### src/rtl/uart_tx_sched.sv
// rtl/uart_tx_sched.sv - two-requester round-robin TX FIFO scheduler feeding the UART core
// Optional feature macro: UART_TX_SCHED_CRLF_EN (send 8'h0D ahead of every 8'h0A)

module uart_tx_sched #(
  parameter int DEPTH = 8,
  parameter int AW    = 3
) (
  input  logic          clk,
  input  logic          resetn,
  input  logic          req0_valid,
  input  logic [7:0]    req0_data,
  output logic          req0_ready,
  input  logic          req1_valid,
  input  logic [7:0]    req1_data,
  output logic          req1_ready,
  output logic [7:0]    tx_data,
  output logic          tx_data_valid,
  input  logic          tx_data_ack,
  output logic [AW:0]   fifo_count,
  output logic          fifo_full,
  output logic          fifo_empty,
  output logic          busy
);

  localparam logic [AW:0]   DEPTH_CNT = (AW + 1)'(DEPTH);
  localparam logic [AW:0]   CNT_ONE   = (AW + 1)'(1);
  localparam logic [AW-1:0] PTR_ONE   = AW'(1);

  typedef enum logic {IDLE = 1'b0, SEND = 1'b1} state_t;

  state_t        state;
  logic [7:0]    mem [DEPTH];
  logic [AW-1:0] wr_ptr;
  logic [AW-1:0] rd_ptr;
  logic          last_grant;
  logic          grant0;
  logic          grant1;
  logic          push;
  logic          pop;
  logic [7:0]    push_data;
  logic [7:0]    head;

`ifdef UART_TX_SCHED_CRLF_EN
  logic cr_done;
  logic cr_needed;
  // An LF at the head that has not yet had its CR sent must stay queued
  assign cr_needed = (head == 8'h0A) && !cr_done;
  assign pop       = (state == IDLE) && !fifo_empty && !cr_needed;
`else
  assign pop       = (state == IDLE) && !fifo_empty;
`endif

  assign fifo_full  = (fifo_count == DEPTH_CNT);
  assign fifo_empty = (fifo_count == '0);
  assign busy       = (state != IDLE) || !fifo_empty;
  assign head       = mem[rd_ptr];

  // Round-robin arbiter: on contention the requester that did not win last time is served
  always_comb begin
    grant0 = 1'b0;
    grant1 = 1'b0;
    if (!fifo_full) begin
      if (req0_valid && req1_valid) begin
        grant0 = (last_grant == 1'b1);
        grant1 = (last_grant == 1'b0);
      end else begin
        grant0 = req0_valid;
        grant1 = req1_valid;
      end
    end
  end

  assign req0_ready = grant0;
  assign req1_ready = grant1;
  assign push       = grant0 || grant1;
  assign push_data  = grant0 ? req0_data : req1_data;

  // FIFO storage; contents need no reset because count gates every read
  always_ff @(posedge clk) begin
    if (push) begin
      mem[wr_ptr] <= push_data;
    end
  end

  // Pointers, occupancy and arbitration history
  always_ff @(posedge clk or negedge resetn) begin
    if (!resetn) begin
      wr_ptr     <= '0;
      rd_ptr     <= '0;
      fifo_count <= '0;
      last_grant <= 1'b1;
    end else begin
      if (push) begin
        wr_ptr     <= wr_ptr + PTR_ONE;
        last_grant <= grant1;
      end
      if (pop) begin
        rd_ptr <= rd_ptr + PTR_ONE;
      end
      case ({push, pop})
        2'b10:   fifo_count <= fifo_count + CNT_ONE;
        2'b01:   fifo_count <= fifo_count - CNT_ONE;
        default: fifo_count <= fifo_count;
      endcase
    end
  end

  // Transmit FSM: load a byte in IDLE, hold it in SEND until the core acknowledges
  always_ff @(posedge clk or negedge resetn) begin
    if (!resetn) begin
      state         <= IDLE;
      tx_data       <= 8'h00;
      tx_data_valid <= 1'b0;
`ifdef UART_TX_SCHED_CRLF_EN
      cr_done       <= 1'b0;
`endif
    end else begin
      case (state)
        IDLE: begin
          if (!fifo_empty) begin
`ifdef UART_TX_SCHED_CRLF_EN
            if (cr_needed) begin
              tx_data <= 8'h0D;
              cr_done <= 1'b1;
            end else begin
              tx_data <= head;
              cr_done <= 1'b0;
            end
`else
            tx_data <= head;
`endif
            tx_data_valid <= 1'b1;
            state         <= SEND;
          end
        end
        SEND: begin
          if (tx_data_ack) begin
            tx_data_valid <= 1'b0;
            state         <= IDLE;
          end
        end
        default: begin
          tx_data_valid <= 1'b0;
          state         <= IDLE;
        end
      endcase
    end
  end

endmodule
### config.mk
export PLATFORM = sky130hd
export DESIGN_NAME = uart_tx_sched
export DESIGN_NICKNAME = d
export VERILOG_FILES = /design/src/rtl/uart_tx_sched.sv
export SDC_FILE = /design/constraint.sdc
export NUM_CORES = 1
export LEC_CHECK = 0
export ABC_AREA = 1
export CORE_AREA = 2 2 85 87
export CTS_CLUSTER_SIZE = 12
export DETAILED_ROUTE_END_ITERATION = 7
export DIE_AREA = 0 0 87 89
export GPL_TIMING_DRIVEN = 0
export HOLD_SLACK_MARGIN = 0.02
export PLACE_DENSITY = 0.86
export SETUP_SLACK_MARGIN = 0.5
export SLEW_MARGIN = 10
export SYNTH_ARGS = -nofsm -noshare
export SYNTH_HDL_FRONTEND = slang
export SYNTH_SLANG_ARGS = --single-unit
### constraint.sdc
create_clock -name clk -period 2.7 [get_ports clk]
set_clock_uncertainty 0.2 [all_clocks]
set_input_delay 0.54 -clock clk [delete_from_list [all_inputs] [get_ports clk]]
set_output_delay 0.54 -clock clk [all_outputs]
set_load 0.02 [all_outputs]
# Word level (Yosys, flattened, before mapping)

Memory sizes are Yosys's and may differ from the RTL's. A register that Yosys moved wholly into a read port is not among the register bits.
Cells that the tools add are included.

Bits in writable memories: 64
Memories: 1
Bits in latches: 0
Flip-flop bits (word level): 13
Logic and storage cells: 43
Bits in read-only memories: 0
Input port bits: 21

Muxes and demuxes: 14
Order comparisons: 0
Eq/ne operators: 5
$add $sub $neg: 4
Multipliers: 0
Reduce and logical (&&, ||, !) cells: 10
Shifts and indexed selects: 0
Bitwise operators: 3
Div/mod/pow operators: 0

Memory list:

| name | words | width | rd ports | clocked after Yosys merged registers in | wr ports | line | text |
|---|---|---|---|---|---|---|---|
| mem  | 8     | 8     | 1        | 1                                       | 1        | 32   | `logic [7:0] mem [DEPTH];` |

Operator list:

| kind                  | count |
|---|---|
| $mux W1               | 10 |
| $mux W8               | 1 |
| $pmux W4 S2           | 1 |
| $add A3 B1 Y3 const B | 2 |
| $add A4 B1 Y4 const B | 1 |
| $eq A4 B4 Y1 const B  | 1 |
| $logic_not A4 Y1      | 1 |
| $ne A2 B2 Y1 const B  | 2 |
| $pmux W1 S2           | 2 |
| $reduce_and A2 Y1     | 2 |
| $sub A4 B1 Y4 const B | 1 |
| $not A1 Y1            | 3 |
| $eq A2 B1 Y1 const B  | 1 |
| $eq A2 B2 Y1 const B  | 1 |
| $logic_and A1 B1 Y1   | 2 |
| $logic_not A1 Y1      | 2 |
| $logic_or A1 B1 Y1    | 2 |
| $reduce_bool A2 Y1    | 1 |

# Logic depth before layout (Yosys ltp)

Gate-level depths: netlist of run 1.

Depth after elaboration: 6
Gate-level depth with buffers: 14
Mapped depth without buffers: 14

# Worst setup path before layout of run 1

No wires, ideal clock.

Path kind: flip-flop to flip-flop
From: register fifo_count[1]
To: register fifo_count[2]
Stages on the path, launching flop included: 14
Required time: 2418 ps
Period minus slack after synthesis: 2426 ps
Data arrival time: 2144 ps
Slack: 274 ps
Library setup time: 82 ps
Cell sequence: dfrtp_1 > nor2_2 > nand3_1 > inv_2 > nor2_4 > buf_6 > ha_1 > nand2_1 > inv_1 > nor2_1 > ha_1 > a21oi_1 > or2_2 > a31oi_1

Longest elaborated chain between the ends: 5

Ends and longest elaborated chain:

| element                                                  | line | text |
|---|---|---|
| start, declared                                          | 19   | `output logic [AW:0] fifo_count,` |
| start signal, assigned                                   | 101  | `2'b10: fifo_count <= fifo_count + CNT_ONE;` |
| start signal, assigned                                   | 102  | `2'b01: fifo_count <= fifo_count - CNT_ONE;` |
| start signal, assigned                                   | 103  | `default: fifo_count <= fifo_count;` |
| $logic_not A4 Y1 *                                       | 54   | `assign fifo_empty = (fifo_count == '0);` |
| via fifo_empty                                           | 21   | `output logic fifo_empty,` |
| $logic_not A1 Y1 *                                       | n/a  |  |
| $logic_and A1 B1 Y1 *                                    | 50   | `assign pop = (state == IDLE) && !fifo_empty;` |
| via pop                                                  | 39   | `logic pop;` |
| $eq A2 B1 Y1 / $eq A2 B2 Y1 (equally long branches)      | 100  | `case ({push, pop})` |
| $pmux W4 S2 / $reduce_bool A2 Y1 (equally long branches) | n/a  |  |

Mark *: on every way through the listed nets, which the timed path passes. The rest lies on a longest branch.
A chain may end at the register's enable or synchronous reset.

# Worst setup path in the final report of run 1

From: register fifo_count[0]
To: output port fifo_count[0]

No word-level cell between the ends.

==> results of run 1 <==
critical path: stages, from the launching register on:
cell and delay [ns]:
dfrtp_2 0.42, buf_4 0.13, clkdlybuf4s50_1 0.59
report_power, final:
group / switching [mW] / leakage (nW) / total [mW] / internal, mW
Combinational: 1.51 / 0.863 / 2.42 / 0.908
Sequential: 0.161 / 0.832 / 2.00 / 1.84
Clock: 0.465 / 0.0837 / 0.808 / 0.342
logic make-up after synthesis:
group | count (synthesis) | synth area share (%)
buf+inv | 31 | 3.64
flops | 85 | 66.6
simple gates | 176 | 20.5
compound gates | 42 | 6.30
fa+ha+maj | 5 | 1.70
xor+xnor | 5 | 1.19
state kept, by name, indices dropped and copies added, names as in the netlist:
name,flops
rd_ptr,3
tx_data_valid,1
fifo_count,4
last_grant,1
mem,64
tx_data,8
state,1
wr_ptr,3
cells in the final DEF, fill, tap and decap left out, types with 9 or more instances in the layout:
cell type / instances
clkbuf_8: 9
clkdlybuf4s50_1: 31
nand2_1: 62
dfrtp_1: 17
buf_4: 14
inv_1: 10
o21ai_0: 37
edfxtp_1: 64
nand3_1: 26
nor2_1: 68
worst min-delay path by stage:
stage,from,end,slack (ns),cells past startpoint
global placement,tx_data[4]$_DFFE_PN0P_,tx_data[4]$_DFFE_PN0P_,0.26,2
finish,tx_data[6]$_DFFE_PN0P_,tx_data[6]$_DFFE_PN0P_,0.28,2
global route,tx_data[6]$_DFFE_PN0P_,tx_data[6]$_DFFE_PN0P_,0.30,2
CTS,tx_data[6]$_DFFE_PN0P_,tx_data[6]$_DFFE_PN0P_,0.29,2
floorplan,resetn,fifo_count[0]$_DFFE_PN0P_,0.04,0
detailed placement,tx_data[6]$_DFFE_PN0P_,tx_data[6]$_DFFE_PN0P_,0.27,2
metal layers:
metal	vias to the layer above	wire length, µm	global-route usage, %
met5	-	0	0
met4	0	157	9.94
met3	17	800	4.99
met2	162	3690	35.2
met1	1276	2960	26.2
li1	1276	-	-
what timing repair did:
action                     4_1_cts  5_1_grt
buffers inserted                 7        5
pin swaps                       10        7
setup endpoints to repair       73       37
resized for setup               30       11
metrics by stage:
stage | area [µm²] | total power, mW | std cells
after floorplan | 3710 | 3.47 | 344
after global placement | 4190 | 4.06 | 462
after detailed placement | 4190 | 4.18 | 462
after CTS | 4450 | 5.09 | 485
after global routing | 4500 | 5.56 | 490
final | 4500 | 5.23 | 490
cell type report:
cell class | count | area share, %
Multi-Input combinational cell | 228 | 26.3
Clock inverter | 6 | 1.03
Buffer | 12 | 1.47
Tap cell | 80 | 2.22
Sequential cell | 85 | 54.5
Inverter | 19 | 1.75
Timing Repair Buffer | 50 | 9.90
Clock buffer | 10 | 2.84
==> metrics.md, run 1 <==
| Metric | Value |
|---|---|
| Period Utilization, post-route | `82.5%` |
| Hold WS | `0.283 ns` |
| Fillers | `472` |
| Synth Warn # | `0` |
| Top cells by count, synth | `nor2_1, edfxtp_1, nand2_1` |
| Sequential cell area | `2450 µm²` |
| Initial antenna violation count | `0` |
| Largest net degree at the start of global routing | `22` |
| Clk Tree Root Cell | `clkbuf_8` |
| FF-to-FF setup slack | `0.48 ns` |
| Peak supply drop | `0.503 mV` |
| Detailed Place HPWL | `5210 µm` |
| Setup WS pre-CTS | `-0.196 ns` |
| Worst slew pin tran | `0.926 ns` |
| Core area | `6720 µm²` |
| Yosys top cell by area | `edfxtp_1` |
| Slew Limit Fails | `0` |
| Yosys cell types | `28` |
| Setup Viol. Count Final | `0` |
| Final Util | `67.0%` |
| Worst setup SP type | `register` |
| Mapped Area | `3670 µm²` |
| Setup TNS after final layout | `0 ns` |
| Yosys reg bits | `85` |
| Reg2reg path depth | `13` |
| Routability Congestion | `0.859` |
| Setup Crit Path Kind | `reg2out` |
| Crit. End Element | `output port` |
| Hold WC Path Type | `reg2reg` |
| Vias per Instance | `5.57` |
| Initial Util | `54.7%` |
| Total CTS buffers | `9` |
| Die ar. | `7740 µm²` |
| H-tree levels | `3` |
| Slew headroom | `38.1%` |
| FP Rows | `30` |
| Multi-input combinational cell area | `1180 µm²` |
| Asr flop ratio synth | `24.7%` |
| Via count | `2731` |
| Final hold violation count | `0` |
| Final #Nets | `431` |
| CTS tree | `done` |
| RSZ-0062 raised after global routing | `true` |
| Yosys top cell area share | `52.3%` |
| DRT iter0 DRCs | `332` |
| Synth top area cells | `edfxtp_1, dfrtp_1, nor2_1` |
| CTS Buffer Depth | `2` |
| Area grow syn2layout | `22.5%` |
| Congestion Overflow GR | `0` |
| # port buffers | `38` |
| CTS Hold Bufs | `0` |
| Pleak | `1.78 nW` |
| Min setup slack post-route | `0.472 ns` |
| Top-count cell post-synth | `nor2_1` |
| CP endpoint | `fifo_count[0]` |
| Top-Level Pins | `39` |
| Status | `finished, final reports clean` |
| Final min period | `2.23 ns` |
| CP Data Required Time | `1.96 ns` |
| Wire length per cell | `15.5 µm` |
| Drt total wl | `7610 µm` |
| Crit. Startpoint | `fifo_count[0]$_DFFE_PN0P_` |
| Latest clock arrival within the worst-skew pair | `0.36 ns` |
| Dominant synthesized flop cell | `edfxtp_1` |
| Clk slew on worst S/H paths | `0.08 ns` |
| Width of the die | `87 µm` |
| Reg2Reg Launch Point | `fifo_count[0]$_DFFE_PN0P_` |
| Share of cells above drive strength 1 | `18.5%` |
| Diode count | `0` |
| Die Ht | `89 µm` |
| DRC Markers | `0` |
| Max cap viols | `0` |
| R2R Path End | `fifo_count[2]$_DFFE_PN0P_` |
| Register area share after synthesis | `66.6%` |
| Fmax | `449 MHz` |
| Number of global-route vias before repair | `2576` |
| GRT Total Usage | `21.1%` |
| CP max FO | `3` |
| Avg Synthesized Cell Area | `10.7 µm²` |
| Cell count after synthesis | `344` |
| Crit path DAT | `1.49 ns` |
| Post-route ant nets | `0` |
| First-pass GRT wire length | `12000 µm` |
| Pre-antenna DRT Iters | `5` |
| Pwr dens | `1160 nW/µm²` |
| Post-synth EDFFs | `64` |
| Syn Nets | `370` |
| Clock sinks | `85` |
No activity file was read; power rests on OpenSTA's default activity.
==> run 2: changes to the inputs <==
CORE_AREA = 2 2 88 90   (was 2 2 85 87)
DIE_AREA = 0 0 90 92   (was 0 0 87 89)
PLACE_DENSITY = 0.84   (was 0.86)
clock period = 1.8 ns   (was 2.7 ns; I/O delays follow)
==> run 2 against run 1 <==
Effect of this change: the run now ends with negative setup slack left; critical path depth is 12 higher; clock power is 65% higher; sequential share of layout area is 14 points lower; combinational power grew to 2.9 times the previous value; via count is 19% higher; hold slack worse by 0.24 ns; sequential power is 57% higher; non-clock buffer count is 55 higher; die area is 6.9% higher; routed wire length is 63% higher; register-to-register slack worse by 1.0 ns; total power is 120% higher; largest power group unchanged; highest routed layer unchanged.
==> metrics.md, run 2 (synthesized netlist as in run 1, its figures left out) <==
| Metric | Value |
|---|---|
| GRT Total Usage | `25.5% (+4.4 points)` |
| # port buffers | `38 (unchanged)` |
| CP max FO | `4 (+1)` |
| Vias per Instance | `5.74 (+3.0%)` |
| Largest net degree at the start of global routing | `22 (unchanged)` |
| Post-route ant nets | `0 (unchanged)` |
| Max reg flops | `64 (unchanged)` |
| Slew headroom | `34.2% (-3.9 points)` |
| Final min period | `2.32 ns` |
| Final #Nets | `487 (+13%)` |
| Pleak | `2.39 nW (+35%)` |
| Max cap viols | `0 (unchanged)` |
| Post-route cell area | `6100 µm² (+35%)` |
| Worst slew pin tran | `0.987 ns (+0.0611 ns)` |
| Peak supply drop | `1.26 mV (+150%)` |
| Detailed Place HPWL | `5260 µm (+0.91%)` |
| Pre-antenna DRT Iters | `6 (+1)` |
| Largest Register | `mem` |
| Core area | `7450 µm² (+11%)` |
| Crit path DAT | `2.39 ns (+0.90 ns)` |
| Initial antenna violation count | `0 (unchanged)` |
| Die ar. | `8280 µm² (+6.9%)` |
| Commonest non-fill, non-tap cells in the layout | `edfxtp_1, buf_6, nor2_4` |
| Placed insts | `484 (+4.8%)` |
| Area of placed instances | `4450 µm² (+6.2%)` |
| Fmax | `432 MHz` |
| Setup Viol. Count Final | `140 (+140)` |
| Setup TNS after final layout | `-35.21 ns (-35.21 ns)` |
| Initial Util | `49.3% (-5.3 points)` |
| Diode count | `0 (unchanged)` |
| Clk Tree Root Cell | `clkbuf_8` |
| CTS Hold Bufs | `0 (unchanged)` |
| RSZ-0062 raised after global routing | `true` |
| Share of cells above drive strength 1 | `57.3% (+39 points)` |
| FP Rows | `32 (+6.7%)` |
| Setup Crit Path Kind | `reg2reg` |
| Failing checks | `negative setup slack` |
| Via count | `3261 (+19%)` |
| Worst setup SP type | `register` |
| Total CTS buffers | `9 (unchanged)` |
| Min setup slack post-route | `-0.515 ns (-0.987 ns)` |
| Most common cell after layout, fill and taps aside | `edfxtp_1` |
| DRC Markers | `0 (unchanged)` |
| Largest registers | `mem x64, tx_data x8, fifo_count x4` |
| Routability Congestion | `0.830 (-3.4%)` |
| Fillers | `374 (-21%)` |
| Latest clock arrival within the worst-skew pair | `0.36 ns (about the same)` |
| DRT iter0 DRCs | `380 (+14%)` |
| Period Utilization, post-route | `129%` |
| Final hold violation count | `0 (unchanged)` |
| Width of the die | `90 µm (+3.4%)` |
| Hold WC Path Type | `in2async` |
| Slew Limit Fails | `0 (unchanged)` |
| Wire length per cell | `21.8 µm (+40%)` |
| CTS Buffer Depth | `2 (unchanged)` |
| Clk slew on worst S/H paths | `0.09 ns (about the same)` |
| H-tree levels | `3 (unchanged)` |
| Status | `finished, violations left` |
| First-pass GRT wire length | `15900 µm (+32%)` |
| Pwr dens | `1900 nW/µm² (+64%)` |
| CTS tree | `done` |
| Filler-free cell count of the finished design | `568 (+16%)` |
| Number of global-route vias before repair | `3114 (+21%)` |
| Crit. End Element | `register` |
| CP Data Required Time | `1.87 ns (-0.09 ns)` |
| Die Ht | `92 µm (+3.4%)` |
| Congestion Overflow GR | `0 (unchanged)` |
| Drt total wl | `12400 µm (+63%)` |
| Top-Level Pins | `39 (unchanged)` |
| Clock sinks | `85 (unchanged)` |
| Area grow syn2layout | `65.9%` |
| Total power draw | `11.6 mW (+120%)` |
run 2: cell count changes in the layout (fill, tap and decap cells not counted), sizes merged, moves of 2 or more:
cell and change:
clkdlybuf4s50 -13, inv -3, buf +67, clkinv +3, dlygate4sd2 -2
run 2: final cells by class:
class / count / area, µm² / area share [%]
clock inverters: 6 / 53.8 / 0.882
flip-flops and latches: 85 / 2450 / 40.2
multi-input cells: 228 / 1870 / 30.7
inverters: 19 / 113 / 1.85
clock buffers: 10 / 128 / 2.09
repair buffers: 105 / 1170 / 19.1
well taps: 102 / 128 / 2.09
plain buffers: 12 / 179 / 2.93
repair inverters: 1 / 7.51 / 0.123
run 2: metal layers:
layer | GRT usage [%] | vias to the layer above | routed length [µm]
met5 | 0 | - | 0
met4 | 13.5 | 0 | 490
met3 | 6.24 | 53 | 889
met2 | 45.6 | 225 | 6440
met1 | 28.0 | 1589 | 4560
li1 | - | 1394 | -
run 2: timing repair:
| item | CTS | global route |
|---|---|---|
| endpoints found under the setup margin | 187 | 170 |
| buffers inserted | 36 | 24 |
| pin swaps | 49 | 50 |
| gates resized for setup | 245 | 120 |
| gates cloned | 8 | 0 |
run 2: path summary, 6_finish.rpt:
check,start,to,slack [ns],cells after the start
worst max-delay path,last_grant$_DFFE_PN1P_,fifo_count[2]$_DFFE_PN0P_,-0.52,14
worst min register to register,tx_data[3]$_DFFE_PN0P_,tx_data[3]$_DFFE_PN0P_,0.30,2
worst min-delay path,resetn,wr_ptr[1]$_DFFE_PN0P_,0.04,1
min in group clk,tx_data[3]$_DFFE_PN0P_,tx_data[3]$_DFFE_PN0P_,0.30,2
worst max register to register,last_grant$_DFFE_PN1P_,fifo_count[2]$_DFFE_PN0P_,-0.52,14
max in group asynchronous,resetn,fifo_count[3]$_DFFE_PN0P_,0.70,1
run 2: critical path, stage by stage, from the launching register on:
cell and delay, ns:
dfstp_2 0.39, buf_4 0.14, buf_6 0.11, a21boi_4 0.16, nand2_4 0.10, nand2_8 0.09
inv_8 0.04, ha_4 0.17, nand2_2 0.07, inv_2 0.05, nor2_4 0.14, ha_4 0.15
a21oi_2 0.04, or2_4 0.22, a31oi_1 0.16
run 2: where the power goes:
group | leakage (nW) | total, mW | internal [mW] | switching, mW
clock network | 0.0888 | 1.33 | 0.627 | 0.702
registers | 0.832 | 3.15 | 2.77 | 0.385
logic | 1.47 | 7.13 | 3.30 | 3.83
run 2: through the flow:
step	setup WS, ns	util (%)	hold WS, ns
floorplan	-0.445	-	-0.136
global placement	-0.822	59.7	0.262
detailed placement	-0.904	59.7	0.266
CTS	-0.404	74.0	0.0744
global route	-0.565	81.9	0.120
finish	-0.515	81.9	0.0384
==> run 3: changes to the inputs <==
clock period = 1.95 ns   (was 1.8 ns; I/O delays follow)
==> run 3 against run 2 <==
Effect of this change: the run still ends with negative setup slack left; clock-buffer cell count is 1 lower; routed wire length down 29%; highest routed layer unchanged; register-to-register slack gained 0.29 ns; die area unchanged; via count shrank 13%; hold slack improved by 0.042 ns; sequential share of layout area is 5.4 points higher.
==> metrics.md, run 3 (synthesized netlist as in run 1, its figures left out) <==
| Metric | Value |
|---|---|
| Status | `finished, violations left` |
| Failing checks | `negative setup slack` |
| Placed insts | `484 (unchanged)` |
| Diode count | `0 (unchanged)` |
| CTS Hold Bufs | `0 (unchanged)` |
| DRT iter0 DRCs | `217 (-43%)` |
| Peak supply drop | `0.647 mV (-49%)` |
| Clk slew on worst S/H paths | `0.09 ns (about the same)` |
| Commonest non-fill, non-tap cells in the layout | `edfxtp_1, nor2_1, buf_6` |
| Pre-antenna DRT Iters | `5 (-1)` |
| Fmax | `459 MHz (+6.3%)` |
| Total CTS buffers | `9 (unchanged)` |
| Largest registers | `mem x64, tx_data x8, fifo_count x4` |
| Critical Path Max Stage Delay | `0.55 ns (+0.16 ns)` |
| Sequential cell area | `2450 µm² (unchanged)` |
| Levels on crit path | `8 (-6)` |
| CP Data Required Time | `1.80 ns (-0.07 ns)` |
| Hold WS | `0.0806 ns (+0.0422 ns)` |
| CTS tree | `done` |
| Setup TNS after final layout | `-7.70 ns (+27.51 ns)` |
| Pleak | `2.17 nW (-9.4%)` |
| Period Utilization, post-route | `112% (-17 points)` |
| Fillers | `503 (+34%)` |
| GRT Total Usage | `21.5% (-4.0 points)` |
| Initial Util | `49.3% (unchanged)` |
| Crit. End Element | `register` |
| Via count | `2853 (-13%)` |
| FF-to-FF setup slack | `-0.23 ns (+0.29 ns)` |
| Die ar. | `8280 µm² (unchanged)` |
| Slew Limit Fails | `0 (unchanged)` |
| Hold WC Path Type | `in2async` |
| Min setup slack post-route | `-0.229 ns (+0.287 ns)` |
| Max cap viols | `0 (unchanged)` |
| Largest net degree at the start of global routing | `22 (unchanged)` |
| Worst Path Buf+Inv | `3 (-1)` |
| DRC Markers | `0 (unchanged)` |
| Area grow syn2layout | `46.4%` |
| Filler-free cell count of the finished design | `542 (-4.6%)` |
| Clock sinks | `85 (unchanged)` |
| Final min period | `2.18 ns (-0.137 ns)` |
| Latest clock arrival within the worst-skew pair | `0.37 ns (about the same)` |
| Worst path slowest cell | `dfstp_2` |
| Final #Nets | `461 (-5.3%)` |
| Top delay family on crit path | `simple AND/OR/NAND/NOR gates` |
| Share of cells above drive strength 1 | `41.6% (-16 points)` |
| Die Ht | `92 µm (unchanged)` |
| H-tree levels | `3 (unchanged)` |
| # port buffers | `38 (unchanged)` |
| Vias per Instance | `5.26 (-8.3%)` |
| Pwr dens | `1660 nW/µm² (-13%)` |
| Slew headroom | `36.4% (+2.2 points)` |
| Largest Register | `mem` |
| Max reg flops | `64 (unchanged)` |
| Cell mode on critical path | `nand2_8` |
| Routability Congestion | `0.826 (-0.55%)` |
| CP max FO | `8 (+4)` |
| Final Util | `72.2% (-9.6 points)` |
| Total power draw | `8.92 mW (-23%)` |
| Reg2reg path depth | `8 (-6)` |
| R2R Path End | `mem[0][7]$_DFFE_PP_` |
| Post-route cell area | `5380 µm² (-12%)` |
| Worst setup SP type | `register` |
| CP cell instances | `inv_2 -> a21boi_4 -> nand2_8 -> nand2_8 -> inv_8 -> buf_4 -> or2_4 -> nor2_4` |
| FP Rows | `32 (unchanged)` |
| CTS Buffer Depth | `2 (unchanged)` |
| RSZ-0062 raised after global routing | `true` |
| Congestion Overflow GR | `0 (unchanged)` |
| Top-Level Pins | `39 (unchanged)` |
| Setup Crit Path Kind | `reg2reg` |
| Core area | `7450 µm² (unchanged)` |
| Final hold violation count | `0 (unchanged)` |
| First-pass GRT wire length | `13500 µm (-15%)` |
| Drt total wl | `8810 µm (-29%)` |
| Worst slew pin tran | `0.955 ns (-0.0328 ns)` |
| Wire length per cell | `16.3 µm (-25%)` |
| CP endpoint | `mem[0][7]$_DFFE_PP_` |
| Setup Viol. Count Final | `40 (-71%)` |
| Setup WS pre-CTS | `-0.746 ns (+0.158 ns)` |
| Multi-input combinational cell area | `1530 µm² (-18%)` |
| Post-route ant nets | `0 (unchanged)` |
| Number of global-route vias before repair | `2773 (-11%)` |
| Initial antenna violation count | `0 (unchanged)` |
| Detailed Place HPWL | `5250 µm (-0.23%)` |
| Crit. Startpoint | `last_grant$_DFFE_PN1P_` |
| Reg2Reg Launch Point | `last_grant$_DFFE_PN1P_` |
| Area of placed instances | `4440 µm² (-0.14%)` |
| Crit path DAT | `2.03 ns (-0.36 ns)` |
| Most common cell after layout, fill and taps aside | `edfxtp_1` |
| Clk Tree Root Cell | `clkbuf_8` |
| Width of the die | `90 µm (unchanged)` |
run 3: cell types whose count changed in the layout (fill, tap and decap cells not counted), sizes merged:
cell,delta
inv,+2
clkbuf,-4
dlygate4sd2,+1
buf,-23
clkinvlp,-1
clkdlybuf4s15,-1
run 3: cell type report:
cell class / instances / area share (%)
sequential: 85 / 45.6
multi-input combinational: 228 / 28.4
timing repair buffer: 79 / 15.2
buffer: 12 / 2.37
tap: 102 / 2.37
clock buffer: 9 / 2.30
inverter: 19 / 2.09
clock inverter: 7 / 1.35
timing repair inverter: 1 / 0.302
run 3: power breakdown:
| group | leakage, nW | total (mW) | switching (mW) | internal, mW |
|---|---|---|---|---|
| sequential | 0.832 | 2.79 | 0.249 | 2.55 |
| clock | 0.0976 | 1.26 | 0.661 | 0.596 |
| combinational | 1.24 | 4.87 | 2.70 | 2.17 |
| total | 2.17 | 8.92 | 3.61 | 5.31 |
run 3: worst reg2reg max path, stage by stage, from the launching register on:
cell and delay [ns]:
dfstp_2 0.55, inv_2 0.05, a21boi_4 0.19, nand2_8 0.08
nand2_8 0.10, inv_8 0.04, buf_4 0.12, or2_4 0.29
nor2_4 0.25
run 3: what timing repair did:
item | in CTS | in global routing
pin swaps | 26 | 15
resized for setup | 184 | 39
setup buffers | 24 | 16
cloned | 1 | 1
setup endpoints to repair | 166 | 167
run 3: metal layers:
layer	track usage (%)	up-vias	wire (µm)
met1	25.5	1354	3510
li1	-	1342	-
met4	8.97	0	172
met3	4.52	17	511
met2	38.0	140	4620
met5	0	-	0
run 3: how the worst min path moves through the flow:
stage	from	endpoint	slack [ns]	cells past startpoint
floorplan	resetn	fifo_count[0]$_DFFE_PN0P_	-0.11	0
global placement	tx_data[5]$_DFFE_PN0P_	tx_data[5]$_DFFE_PN0P_	0.26	2
detailed placement	tx_data[5]$_DFFE_PN0P_	tx_data[5]$_DFFE_PN0P_	0.27	2
CTS	resetn	wr_ptr[1]$_DFFE_PN0P_	0.11	1
global route	resetn	wr_ptr[2]$_DFFE_PN0P_	0.17	1
finish	resetn	fifo_count[2]$_DFFE_PN0P_	0.08	1
==> edit 1 (flow settings as in run 2) <==
`DEPTH`: 8 -> 16.
--- a/src/rtl/uart_tx_sched.sv
+++ b/src/rtl/uart_tx_sched.sv
@@ -3,5 +3,5 @@
 
 module uart_tx_sched #(
-  parameter int DEPTH = 8,
+  parameter int DEPTH = 16,
   parameter int AW    = 3
 ) (
Behaviour: not the same (a bounded check fails within 4 cycles, from zero or initial values and one cycle with resetn low).
==> edit 1 against run 2 <==
The flow still finishes with violations (setup timing); global-route usage grew 0.44 points; critical path type unchanged; synthesized area grew 2.8%; power shrank 8.3%; final area shrank 9.4%; cell count shrank 2.3%; routed wire length shrank 3.2%; sequential cell count is the same; worst setup slack lost 0.064 ns; worst hold slack gained 0.28 ns; combinational power shrank 15%; count of clock-buffer cells in the layout grew 1; sequential power shrank 2%.
==> edit 1: results (changes against run 2) <==
| Metric | Value |
|---|---|
| Status | finished with violations |
| Failing checks | setup timing |
| Post-placement setup slack | -0.8568 ns (+0.04722 ns) |
| CP max stage cell | dfrtp_2 |
| CP max stage delay | 0.45 ns (+0.06 ns) |
| DR WL met3 | 761 µm (-14%) |
| Ratio of cells with drive above 1 in the final layout | 0.4260 (-0.1469) |
| Met2 wire length | 6345 µm (-1.5%) |
| Final WS setup | -0.5797 ns (-0.06438 ns) |
| Crit path launch | fifo_count[1]$_DFFE_PN0P_ |
| Final hold slack | 0.3209 ns (+0.2825 ns) |
| First-pass DRT Iterations | 5 (-1) |
| Syn_area_per_cell | 10.85 µm² (+1.6%) |
| Final setup violation count | 86 (-39%) |
| Worst vdd ir | 0.0008007 V (-36%) |
| First-pass GRT wire length | 15,860 µm (-0.35%) |
| Final-stage net count | 474 (-2.7%) |
| CP arrival | 2.45 ns (+0.06 ns) |
| Leak | 2.227 nW (-6.9%) |
| Max-slew headroom | 0.6079 (+0.2661) |
| Via density per instance | 5.775 (+0.58%) |
| Wl on met1 | 4214 µm (-7.5%) |
| Final Wtd Congestion | 0.8113 (-2.3%) |
| Grt met2 use | 0.4680 (+0.01190) |
| Fillcell total | 428 (+14%) |
| Detailed Place HPWL | 5882 µm (+12%) |
| Vias in the first global route | 2,982 (-4.2%) |
| Post-Route WL | 11,990 µm (-3.2%) |
==> edit 1: cell types whose count changed in the layout (fill, tap and decap cells not counted), sizes merged, moves of 2 or more <==
cell / before / now
clkbuf: 18 / 15
nand3: 29 / 31
or2: 2 / 0
a21boi: 2 / 0
clkinvlp: 2 / 0
buf: 89 / 77
==> edit 1: area by class of cell <==
| cell class | count | area (µm²) | share of cell area |
|---|---|---|---|
| plain buffers | 13 | 108.9 | 0.01971 |
| clock buffers | 11 | 141.4 | 0.02559 |
| clock inverters | 5 | 73.82 | 0.01336 |
| inverters | 21 | 111.4 | 0.02016 |
| multi-input cells | 229 | 1577 | 0.2854 |
| flip-flops and latches | 85 | 2454 | 0.4442 |
| well taps | 102 | 127.6 | 0.02310 |
| repair buffers | 88 | 924.6 | 0.1674 |
| repair inverters | 1 | 6.256 | 0.001133 |
==> edit 1: worst reg2reg max path, delay by kind of cell, from the launching register on <==
kind                     cells  cell delay (ns)
AND/OR/NAND/NOR              8             0.86
adder cells (fa/ha/maj)      2             0.32
AO/OA/AOI/OAI                2             0.34
flip-flops                   1             0.45
buffers and inverters        2             0.12
==> edit 1: cell families after synthesis <==
group	after synthesis	synth area share
compound gates	41	0.05600
xor+xnor	4	0.009279
fa+ha+maj	5	0.01657
buf+inv	34	0.04937
flops	85	0.6484
simple gates	179	0.2203
==> edit 1: repair_timing <==
item                                    CTS  global route
endpoints found under the setup margin  187           171
endpoints found under the hold margin     0            20
setup buffers                            27            21
hold buffers                              0             1
gates cloned                              2             0
resized for setup                       172            64
pin swaps                                23            26
==> edit 1: where the power goes <==
part / switching [mW] / leakage [nW] / internal [mW]
Combinational: 3.44 / 1.29 / 2.61
Sequential: 0.329 / 0.831 / 2.75
Clock: 0.698 / 0.111 / 0.812
Total: 4.47 / 2.23 / 6.17
==> edit 2 (settings of run 2) <==
Made on the original files. Put one more register stage on the output `fifo_count`, cleared by the reset. The value now appears one clock later. The other outputs are not delayed to match.
--- a/src/rtl/uart_tx_sched.sv
+++ b/src/rtl/uart_tx_sched.sv
@@ -29,4 +29,6 @@
   typedef enum logic {IDLE = 1'b0, SEND = 1'b1} state_t;
 
+  logic [AW:0] fifo_count_s0;
+
   state_t        state;
   logic [7:0]    mem [DEPTH];
@@ -51,6 +53,6 @@
 `endif
 
-  assign fifo_full  = (fifo_count == DEPTH_CNT);
-  assign fifo_empty = (fifo_count == '0);
+  assign fifo_full  = (fifo_count_s0 == DEPTH_CNT);
+  assign fifo_empty = (fifo_count_s0 == '0);
   assign busy       = (state != IDLE) || !fifo_empty;
   assign head       = mem[rd_ptr];
@@ -88,5 +90,5 @@
       wr_ptr     <= '0;
       rd_ptr     <= '0;
-      fifo_count <= '0;
+      fifo_count_s0 <= '0;
       last_grant <= 1'b1;
     end else begin
@@ -99,7 +101,7 @@
       end
       case ({push, pop})
-        2'b10:   fifo_count <= fifo_count + CNT_ONE;
-        2'b01:   fifo_count <= fifo_count - CNT_ONE;
-        default: fifo_count <= fifo_count;
+        2'b10:   fifo_count_s0 <= fifo_count_s0 + CNT_ONE;
+        2'b01:   fifo_count_s0 <= fifo_count_s0 - CNT_ONE;
+        default: fifo_count_s0 <= fifo_count_s0;
       endcase
     end
@@ -148,3 +150,11 @@
   end
 
+  always_ff @(posedge clk or negedge resetn) begin
+    if (!resetn) begin
+      fifo_count <= '0;
+    end else begin
+      fifo_count <= fifo_count_s0;
+    end
+  end
+
 endmodule
Behaviour: not the same (Yosys sat finds a counterexample within 4 cycles, from zero or initial values and one cycle with resetn low).
==> edit 2 against run 2 <==
The flow finishes with violations (hold timing, setup timing); highest routed layer unchanged; maximum frequency fell by 4.7%; sequential cell count up 4; synthesized area increased by 2.7%; routed wire length is 0.65% higher; power grew 0.96%; final area increased by 0.23%; non-clock buffer count is 11 lower; via count up 0.40%; largest cell class unchanged; worst setup slack got worse by 0.11 ns; combinational power decreased by 4.3%; critical path type unchanged; synthesized cell count increased by 0.87%.
==> edit 2: results (changes against run 2) <==
| Metric | Value |
|---|---|
| Adder-Cell Fraction of Synth Area | 0.01658 (-0.0004404) |
| Failing checks | hold timing, setup timing |
| Synth Area in Compound Gates | 0.06103 (-0.001961) |
| First-pass GRT wire length | 15,650 µm (-1.6%) |
| Tot GR Track Use | 0.2532 (-0.001388) |
| Xor/xnor share of the synthesized area | 0.01393 (+0.002013) |
| Final-stage net count | 479 (-1.6%) |
| Ratio of cells with drive above 1 in the final layout | 0.4869 (-0.08606) |
| Iter 0 DRT Violations | 509 (+34%) |
| Worst vdd ir | 0.0009937 V (-21%) |
| Top cells by count, synth | nor2_1 (71), edfxtp_1 (64), nand2_1 (64) |
| Post-synth ARST share | 0.2809 (+0.03384) |
| Clock latency on the worst-skew pair | 0.38 ns (+0.02 ns) |
| Largest net degree at the start of global routing | 26 (+18%) |
| Final hold slack | -0.08885 ns (-0.1273 ns) |
| Detailed Place HPWL | 5584 µm (+6.2%) |
| Register area share after synthesis | 0.6756 (+0.009296) |
| Status | finished with violations |
| M3 GR Usage | 0.05012 (-0.01233) |
| First-pass DRT Iterations | 8 (+2) |
| Final WS setup | -0.6293 ns (-0.1139 ns) |
| Grt met2 use | 0.4536 (-0.002506) |
| Max-slew headroom | 0.5291 (+0.1874) |
| CP arrival | 2.49 ns (+0.10 ns) |
| Number of cells produced by synthesis | 347 (+0.87%) |
| DR WL/cell | 22.25 µm (+2.1%) |
| Area contributors post-synth | edfxtp_1 (51%), dfrtp_1 (16%), nor2_1 (7.1%) |
| Post-Syn Nets | 373 (+0.81%) |
| Post-Route WL | 12,460 µm (+0.65%) |
| Post_cts resized | 247 (+0.82%) |
| Final hold vios | 24 (+24) |
| Post-placement setup slack | -0.8162 ns (+0.08785 ns) |
| Distinct cell type count after synthesis | 26 (-7.1%) |
| Final setup violation count | 139 (-0.71%) |
## edit 2: cell count changes in the layout (fill, tap and decap cells not counted), sizes merged, moves of 2 or more
cell | run 2 | this run
clkbuf | 18 | 13
inv | 18 | 21
dfrtp | 20 | 24
buf | 89 | 82
clkinvlp | 2 | 0
## edit 2: report_power, final
part	total, mW	switching [mW]	internal, mW	leakage, nW
Clock	1.60	0.806	0.797	0.115
Sequential	3.29	0.373	2.92	0.881
Combinational	6.82	3.77	3.06	1.40
Total	11.7	4.95	6.77	2.40
## edit 2: worst min-delay path by stage
stage	endpoint	slack (ns)	cells after the start
floorplan	fifo_count[0]$_DFF_PN0_	-0.14	0
global placement	fifo_count[2]$_DFF_PN0_	0.25	0
detailed placement	fifo_count[2]$_DFF_PN0_	0.24	0
CTS	fifo_count_s0[1]$_DFFE_PN0P_	-0.09	1
global route	wr_ptr[2]$_DFFE_PN0P_	-0.03	1
finish	wr_ptr[2]$_DFFE_PN0P_	-0.09	1
## edit 2: routing by layer
layer	share of wire	up-vias
met4	0.051	0
li1	-	1377
met3	0.11	61
met2	0.50	296
met5	0	-
met1	0.34	1540
## edit 2: kinds of logic (layout without fill, tap and decap cells)
kind of cell,Yosys count,count (layout)
xor+xnor,6,6
flops,89,89
buf+inv,31,142
simple gates,174,174
fa+ha+maj,5,5
compound gates,42,42
## edit 2: area by class of cell
| type | count | area (µm²) |
|---|---|---|
| Buffer | 12 | 183.9 |
| Clock buffer | 9 | 123.9 |
| Clock inverter | 7 | 100.1 |
| Fill cell | 363 | 1336 |
| Inverter | 19 | 121.4 |
| Multi-Input combinational cell | 227 | 1873 |
| Sequential cell | 89 | 2552 |
| Tap cell | 102 | 127.6 |
| Timing Repair Buffer | 94 | 1022 |
| Timing Repair inverter | 1 | 6.256 |
